===== config.mk =====
export PLATFORM = sky130hd
export DESIGN_NAME = load_store_unit
export DESIGN_NICKNAME = d
export VERILOG_FILES = /design/src/rtl/load_store_unit_pkg.sv /design/src/rtl/load_store_unit_lane.sv /design/src/rtl/load_store_unit.sv
export SDC_FILE = /design/constraint.sdc
export NUM_CORES = 1
export LEC_CHECK = 0
export BUFFER_PORTS_ARGS = -buffer_cell sky130_fd_sc_hd__buf_2
export CORE_ASPECT_RATIO = 1.4
export CORE_UTILIZATION = 35
export DETAILED_ROUTE_END_ITERATION = 12
export GPL_TIMING_DRIVEN = 1
export PLACE_DENSITY = 0.63
export SLEW_MARGIN = 20
export SYNTH_ARGS = -nofsm -noshare
export SYNTH_HDL_FRONTEND = slang
export SYNTH_SLANG_ARGS = --single-unit

===== constraint.sdc =====
create_clock -name clk -period 6.82 [get_ports clk]
set_clock_uncertainty 0.05 [all_clocks]
set_input_delay 1.023 -clock clk [delete_from_list [all_inputs] [get_ports clk]]
set_output_delay 1.023 -clock clk [all_outputs]
set_load 0.05 [all_outputs]

===== src/rtl/load_store_unit_pkg.sv =====
// rtl/load_store_unit_pkg.sv - op codes, FSM states and op-class helpers for the load/store unit
package lsu_defs;

  // Operation codes presented on the op port
  localparam logic [2:0] LW  = 3'd0;
  localparam logic [2:0] LH  = 3'd1;
  localparam logic [2:0] LHU = 3'd2;
  localparam logic [2:0] LB  = 3'd3;
  localparam logic [2:0] LBU = 3'd4;
  localparam logic [2:0] SW  = 3'd5;
  localparam logic [2:0] SH  = 3'd6;
  localparam logic [2:0] SB  = 3'd7;

  // Controller states
  typedef enum logic [1:0] {
    ST_IDLE  = 2'd0,
    ST_READ  = 2'd1,
    ST_WRITE = 2'd2,
    ST_DONE  = 2'd3
  } lsu_state_e;

  // One bit per op code, set when the op belongs to the class
  localparam logic [7:0] STORE_OPS = 8'b1110_0000;
  localparam logic [7:0] HALF_OPS  = 8'b0100_0110;
  localparam logic [7:0] BYTE_OPS  = 8'b1001_1000;
  localparam logic [7:0] WORD_OPS  = 8'b0010_0001;

  function automatic logic is_store(input logic [2:0] op);
    return STORE_OPS[op];
  endfunction

  function automatic logic is_half(input logic [2:0] op);
    return HALF_OPS[op];
  endfunction

  function automatic logic is_byte(input logic [2:0] op);
    return BYTE_OPS[op];
  endfunction

  function automatic logic is_word(input logic [2:0] op);
    return WORD_OPS[op];
  endfunction

endpackage


===== src/rtl/load_store_unit_lane.sv =====
// rtl/load_store_unit_lane.sv - sub-word lane extract/extend for loads and lane merge for stores
module lsu_lane
  import lsu_defs::*;
(
  input  logic [2:0]  op_i,
  input  logic [1:0]  lane_i,
  input  logic [31:0] rword_i,
  input  logic [15:0] wdata_i,
  output logic [31:0] load_o,
  output logic [31:0] merge_o
);

  logic [7:0]  byte_sel;
  logic [15:0] half_sel;

  // Pick the addressed byte and halfword out of the little-endian read word
  always_comb begin
    byte_sel = rword_i[7:0];
    case (lane_i)
      2'd0:    byte_sel = rword_i[7:0];
      2'd1:    byte_sel = rword_i[15:8];
      2'd2:    byte_sel = rword_i[23:16];
      default: byte_sel = rword_i[31:24];
    endcase
    half_sel = lane_i[1] ? rword_i[31:16] : rword_i[15:0];
  end

  // Sign- or zero-extend the selected lane; full words pass straight through
  always_comb begin
    load_o = rword_i;
    case (op_i)
      LB:      load_o = {{24{byte_sel[7]}}, byte_sel};
      LBU:     load_o = {24'd0, byte_sel};
      LH:      load_o = {{16{half_sel[15]}}, half_sel};
      LHU:     load_o = {16'd0, half_sel};
      default: load_o = rword_i;
    endcase
  end

  // Overlay store data onto the addressed lane, other lanes keep the read value
  always_comb begin
    merge_o = rword_i;
    if (is_byte(op_i)) begin
      case (lane_i)
        2'd0:    merge_o[7:0]   = wdata_i[7:0];
        2'd1:    merge_o[15:8]  = wdata_i[7:0];
        2'd2:    merge_o[23:16] = wdata_i[7:0];
        default: merge_o[31:24] = wdata_i[7:0];
      endcase
    end else if (is_half(op_i)) begin
      if (lane_i[1]) begin
        merge_o[31:16] = wdata_i;
      end else begin
        merge_o[15:0] = wdata_i;
      end
    end
  end

endmodule


===== src/rtl/load_store_unit.sv =====
// rtl/load_store_unit.sv - start/done load/store controller driving a word-aligned byte-addressed memory
module load_store_unit
  import lsu_defs::*;
#(
  parameter int ADDR_W      = 32,
  parameter bit CHECK_ALIGN = 1'b1
) (
  input  logic              clk,
  input  logic              rst,
  input  logic              start,
  input  logic [2:0]        op,
  input  logic [ADDR_W-1:0] addr,
  input  logic [31:0]       wdata,
  output logic [31:0]       rdata,
  output logic              done,
  output logic              err,
  output logic              busy,
  output logic [ADDR_W-1:0] mem_adr,
  output logic [31:0]       mem_d_in,
  output logic              mem_mrd,
  output logic              mem_mwr,
  input  logic [31:0]       mem_d_out
);

  lsu_state_e        state_q;
  logic [2:0]        op_q;
  logic [ADDR_W-1:0] addr_q;
  logic [15:0]       wdata_q;
  logic [31:0]       rdata_q;
  logic [31:0]       mem_d_in_q;
  logic              err_q;

  logic              misalign;
  logic [31:0]       load_val;
  logic [31:0]       merged_word;

  // Flag a misaligned request; with checking off nothing is flagged because the
  // word address and halfword lane select already ignore the low address bits
  always_comb begin
    misalign = 1'b0;
    if (CHECK_ALIGN) begin
      if (is_half(op) && addr[0]) begin
        misalign = 1'b1;
      end
      if (is_word(op) && (addr[1:0] != 2'b00)) begin
        misalign = 1'b1;
      end
    end
  end

  lsu_lane u_lane (
    .op_i    (op_q),
    .lane_i  (addr_q[1:0]),
    .rword_i (mem_d_out),
    .wdata_i (wdata_q),
    .load_o  (load_val),
    .merge_o (merged_word)
  );

  // Controller FSM: accept in IDLE, read and/or write one word, then pulse done
  always_ff @(posedge clk) begin
    if (rst) begin
      state_q    <= ST_IDLE;
      op_q       <= 3'd0;
      addr_q     <= '0;
      wdata_q    <= 16'd0;
      rdata_q    <= 32'd0;
      mem_d_in_q <= 32'd0;
      err_q      <= 1'b0;
    end else begin
      case (state_q)
        ST_IDLE: begin
          if (start) begin
            op_q    <= op;
            addr_q  <= addr;
            wdata_q <= wdata[15:0];
            err_q   <= misalign;
            if (misalign) begin
              state_q <= ST_DONE;
            end else if (op == SW) begin
              mem_d_in_q <= wdata;
              state_q    <= ST_WRITE;
            end else begin
              state_q <= ST_READ;
            end
          end
        end
        ST_READ: begin
          if (is_store(op_q)) begin
            mem_d_in_q <= merged_word;
            state_q    <= ST_WRITE;
          end else begin
            rdata_q <= load_val;
            state_q <= ST_DONE;
          end
        end
        ST_WRITE: begin
          state_q <= ST_DONE;
        end
        ST_DONE: begin
          state_q <= ST_IDLE;
        end
        default: begin
          state_q <= ST_IDLE;
        end
      endcase
    end
  end

  // Outputs decoded from the state register; the write strobe is also killed by
  // reset so an aborted store never reaches memory
  assign busy     = (state_q != ST_IDLE);
  assign done     = (state_q == ST_DONE);
  assign err      = (state_q == ST_DONE) && err_q;
  assign mem_mrd  = (state_q == ST_READ);
  assign mem_mwr  = (state_q == ST_WRITE) && !rst;
  assign mem_adr  = ((state_q == ST_READ) || (state_q == ST_WRITE)) ?
                    {addr_q[ADDR_W-1:2], 2'b00} : '0;
  assign mem_d_in = mem_d_in_q;
  assign rdata    = rdata_q;

endmodule


==> flow_summary.ini <==
[status]
status = complete, no violations

[critical_path]
crit_start = state_q[1]
r2r_cells = 8
reg2reg_to = mem_d_in[20]
r2r_slack_ns = 3.45
cp.buffers_inverters = 3
endpoint_kind = flip-flop
crit_slowest_cell = a31oi_4
crit_end = mem_d_in[20]
cp.arrival_ns = 3.64
timing.rr.start = state_q[1]
worstSetupPathType = reg2reg
critical_path.max_stage_delay_ns = 0.79
worstPathCellList = inv_1 > ha_2 > buf_4 > nand2b_1 > a31oi_4 > buf_4 > nand3b_1 > o41ai_2
path_depth = 8
cp_top_family = buffers and inverters
cpMostUsedCell = buf_4
required_ns = 7.09
start_kind = flip-flop
path_max_fanout = 62

[yosys]
synth_seq_cells = 121
ys_seq_area_frac = 0.369
synth_most_common_cell = nand2_1
netlist_area_sq_um = 6560
yosysTopAreaCell = dfxtp_1
synth_top_area_share = 0.369
yosysWarnings = 0
syn_avg_cell_area_sq_um = 8.67
synth_edf_count = 0
synth_cell_types = 60
synth_area_leaders = dfxtp_1, nand2_1, a21oi_1, o41ai_2, mux2i_1
synthArstFlopShare = 0
postSynthCellCount = 757
synth_commonest_cells = nand2_1, dfxtp_1, a21oi_1, nor2_1, and2_1
synth_ff_type = dfxtp_1

[cts]
numClockSinks = 121
htreeDepth = 4
cts_setup_buffers = 0
clockBufferDepth = 2
cts_buffers = 17
hold_buffers = 0
cts_tree = built
clk_latency_ns = 0.42
cts_root_buffer = clkbuf_16
cts.clk_slew.worst_paths_ns = 0.05
cts.repair.resized = 0

[sta]
period_share = 0.494
finalCriticalPeriod_ns = 3.37
rsz0062_at_grt = false
relSlewSlack = 0.269
slew_violations = 0
timing.fmax_ghz = 0.297
finalSetupViolCount = 0
setup_tns_ns = 0
worst_pin_slew_ns = 1.10
final-hold-violation-count = 0

[pwr]
switching_share = 0.434
power_switching_w = 0.00137
p_seq_frac = 0.298
peakVddDrop_mv = 0.191
p_clk_frac = 0.277
p_leak_nw = 3.48
pwr-share-comb = 0.424
p_per_area_nw_per_um2 = 386
intPower_w = 0.00178

[detailed_routing]
firstDrtPassIters = 5
drcViolationCount = 0
drt_iter0_drc = 438
antenna_left = 0
vias_per_cell = 5.17
drt-wirelength-per-cell_um = 16.9
vias = 6028
finalWirelength_um = 19700

[floorplanning]
die_area_sq_um = 19300
start_util = 0.362
num_rows = 58
io_pins = 203
core_area_sq_um = 18100
die_w_um = 118
die_y_um = 164

[min_path]
hp-class = reg2reg
holdPathStages = 2

[grt]
antenna_found_initial = 0
grt_pass1_wl_um = 30500
grt_max_degree = 89
grt.total_usage = 0.204
first_global_vias = 5703
overflow = 0

[placement]
place.detailed.hpwl_um = 14300
dpl_cell_area_sq_um = 7580
io_buffers = 200
gp_congestion = 0.847

[cells_and_area]
final_nets = 1028
num_antenna_cells = 0
drive_gt1_frac = 0.314
synthToLayoutAreaGrowth_pct = 24.3
fin_area_sq_um = 8160

[job]
max_cap_viol_count = 0
## stage by stage
stage               setup WS (ns)  power, W   util  std cells  hold WS (ns)
global placement             3.29   0.00229  0.418       1136         0.387
global route                 3.19   0.00334  0.450       1167         0.424
finish                       3.45   0.00315  0.450       1167         0.398
CTS                          3.45   0.00318  0.449       1167         0.399
floorplan                    3.88   0.00200      -        758         0.382
detailed placement           3.25   0.00230  0.418       1136         0.392
## worst min-delay path by stage
stage | startpoint | to | slack [ns]
finish | addr_q[21] | addr_q[21] | 0.40
detailed placement | addr_q[12] | addr_q[12] | 0.39
floorplan | addr_q[10] | addr_q[10] | 0.38
global placement | addr_q[14] | addr_q[14] | 0.39
CTS | addr_q[12] | addr_q[12] | 0.40
global route | addr_q[29] | addr_q[29] | 0.42
## flip-flops by register name, indices dropped and copies added, names as in the netlist, named ones only
register and cells:
mem_d_in 32, op_q 3, err_q 1, state_q 2, wdata_q 16, addr_q 32
rdata 32
## layout make-up
type,instances,area (sq um)
fill,1879,9990
multi-input combinational,545,3730
clock inverter,10,100
clock buffer,21,470
tap,240,300
inverter,26,97.6
sequential,121,2420
timing repair buffer,204,1030
## cell families after synthesis
kind of cell / Yosys count / synth area share
buffers and inverters: 92 / 0.0662
adders and majority gates: 13 / 0.0240
and+or+nand+nor: 275 / 0.205
DFF: 121 / 0.369
xor gates and xnor gates: 2 / 0.00381
muxes: 34 / 0.0622
AOI/OAI and AO/OA: 219 / 0.269
other: 1 / 0.000572
## power by group through the flow
| stage | Sequential, W | Clock, W | Combinational (W) |
|---|---|---|---|
| global placement | 0.000951 | 0 | 0.00134 |
| global route | 0.000959 | 0.000927 | 0.00145 |
| finish | 0.000940 | 0.000874 | 0.00134 |
| detailed placement | 0.000955 | 0 | 0.00134 |
| floorplan | 0.00118 | 0 | 0.000828 |
| CTS | 0.000941 | 0.000893 | 0.00135 |
## worst min-delay path, cell delays in order, from the launching register on
cell     delay [ns]
dfxtp_1        0.30
nand2_1        0.05
a21oi_1        0.05
## per-layer routing
metal  vias up  global-route usage  share of wire
li1       3008                   -              -
met1      2781               0.234           0.41
met2       196               0.346           0.49
met3        43              0.0524          0.058
met4         0               0.114          0.041
met5         -                   0              0
## placed cells by master (no fill, tap or decap), drive strengths merged, types with 4 or more instances in the layout
cell type,netlist,routed
mux2,4,4
nand2,126,126
a2bb2oi,5,5
mux4,5,5
o32a,8,8
o221ai,11,11
mux2i,25,25
nand3b,18,18
clkbuf,32,21
a221oi,20,20
o311ai,5,5
inv,26,26
and2,33,33
nor2,52,52
o21ai,28,28
o41ai,16,16
nor2b,7,7
nand2b,30,30
ha,11,11
a22oi,5,5
clkinv,0,8
dfxtp,121,121
a21oi,63,63
o211ai,10,10
a211oi,31,31
buf,34,204
o21a,9,9
No activity file was read; power rests on OpenSTA's default activity.
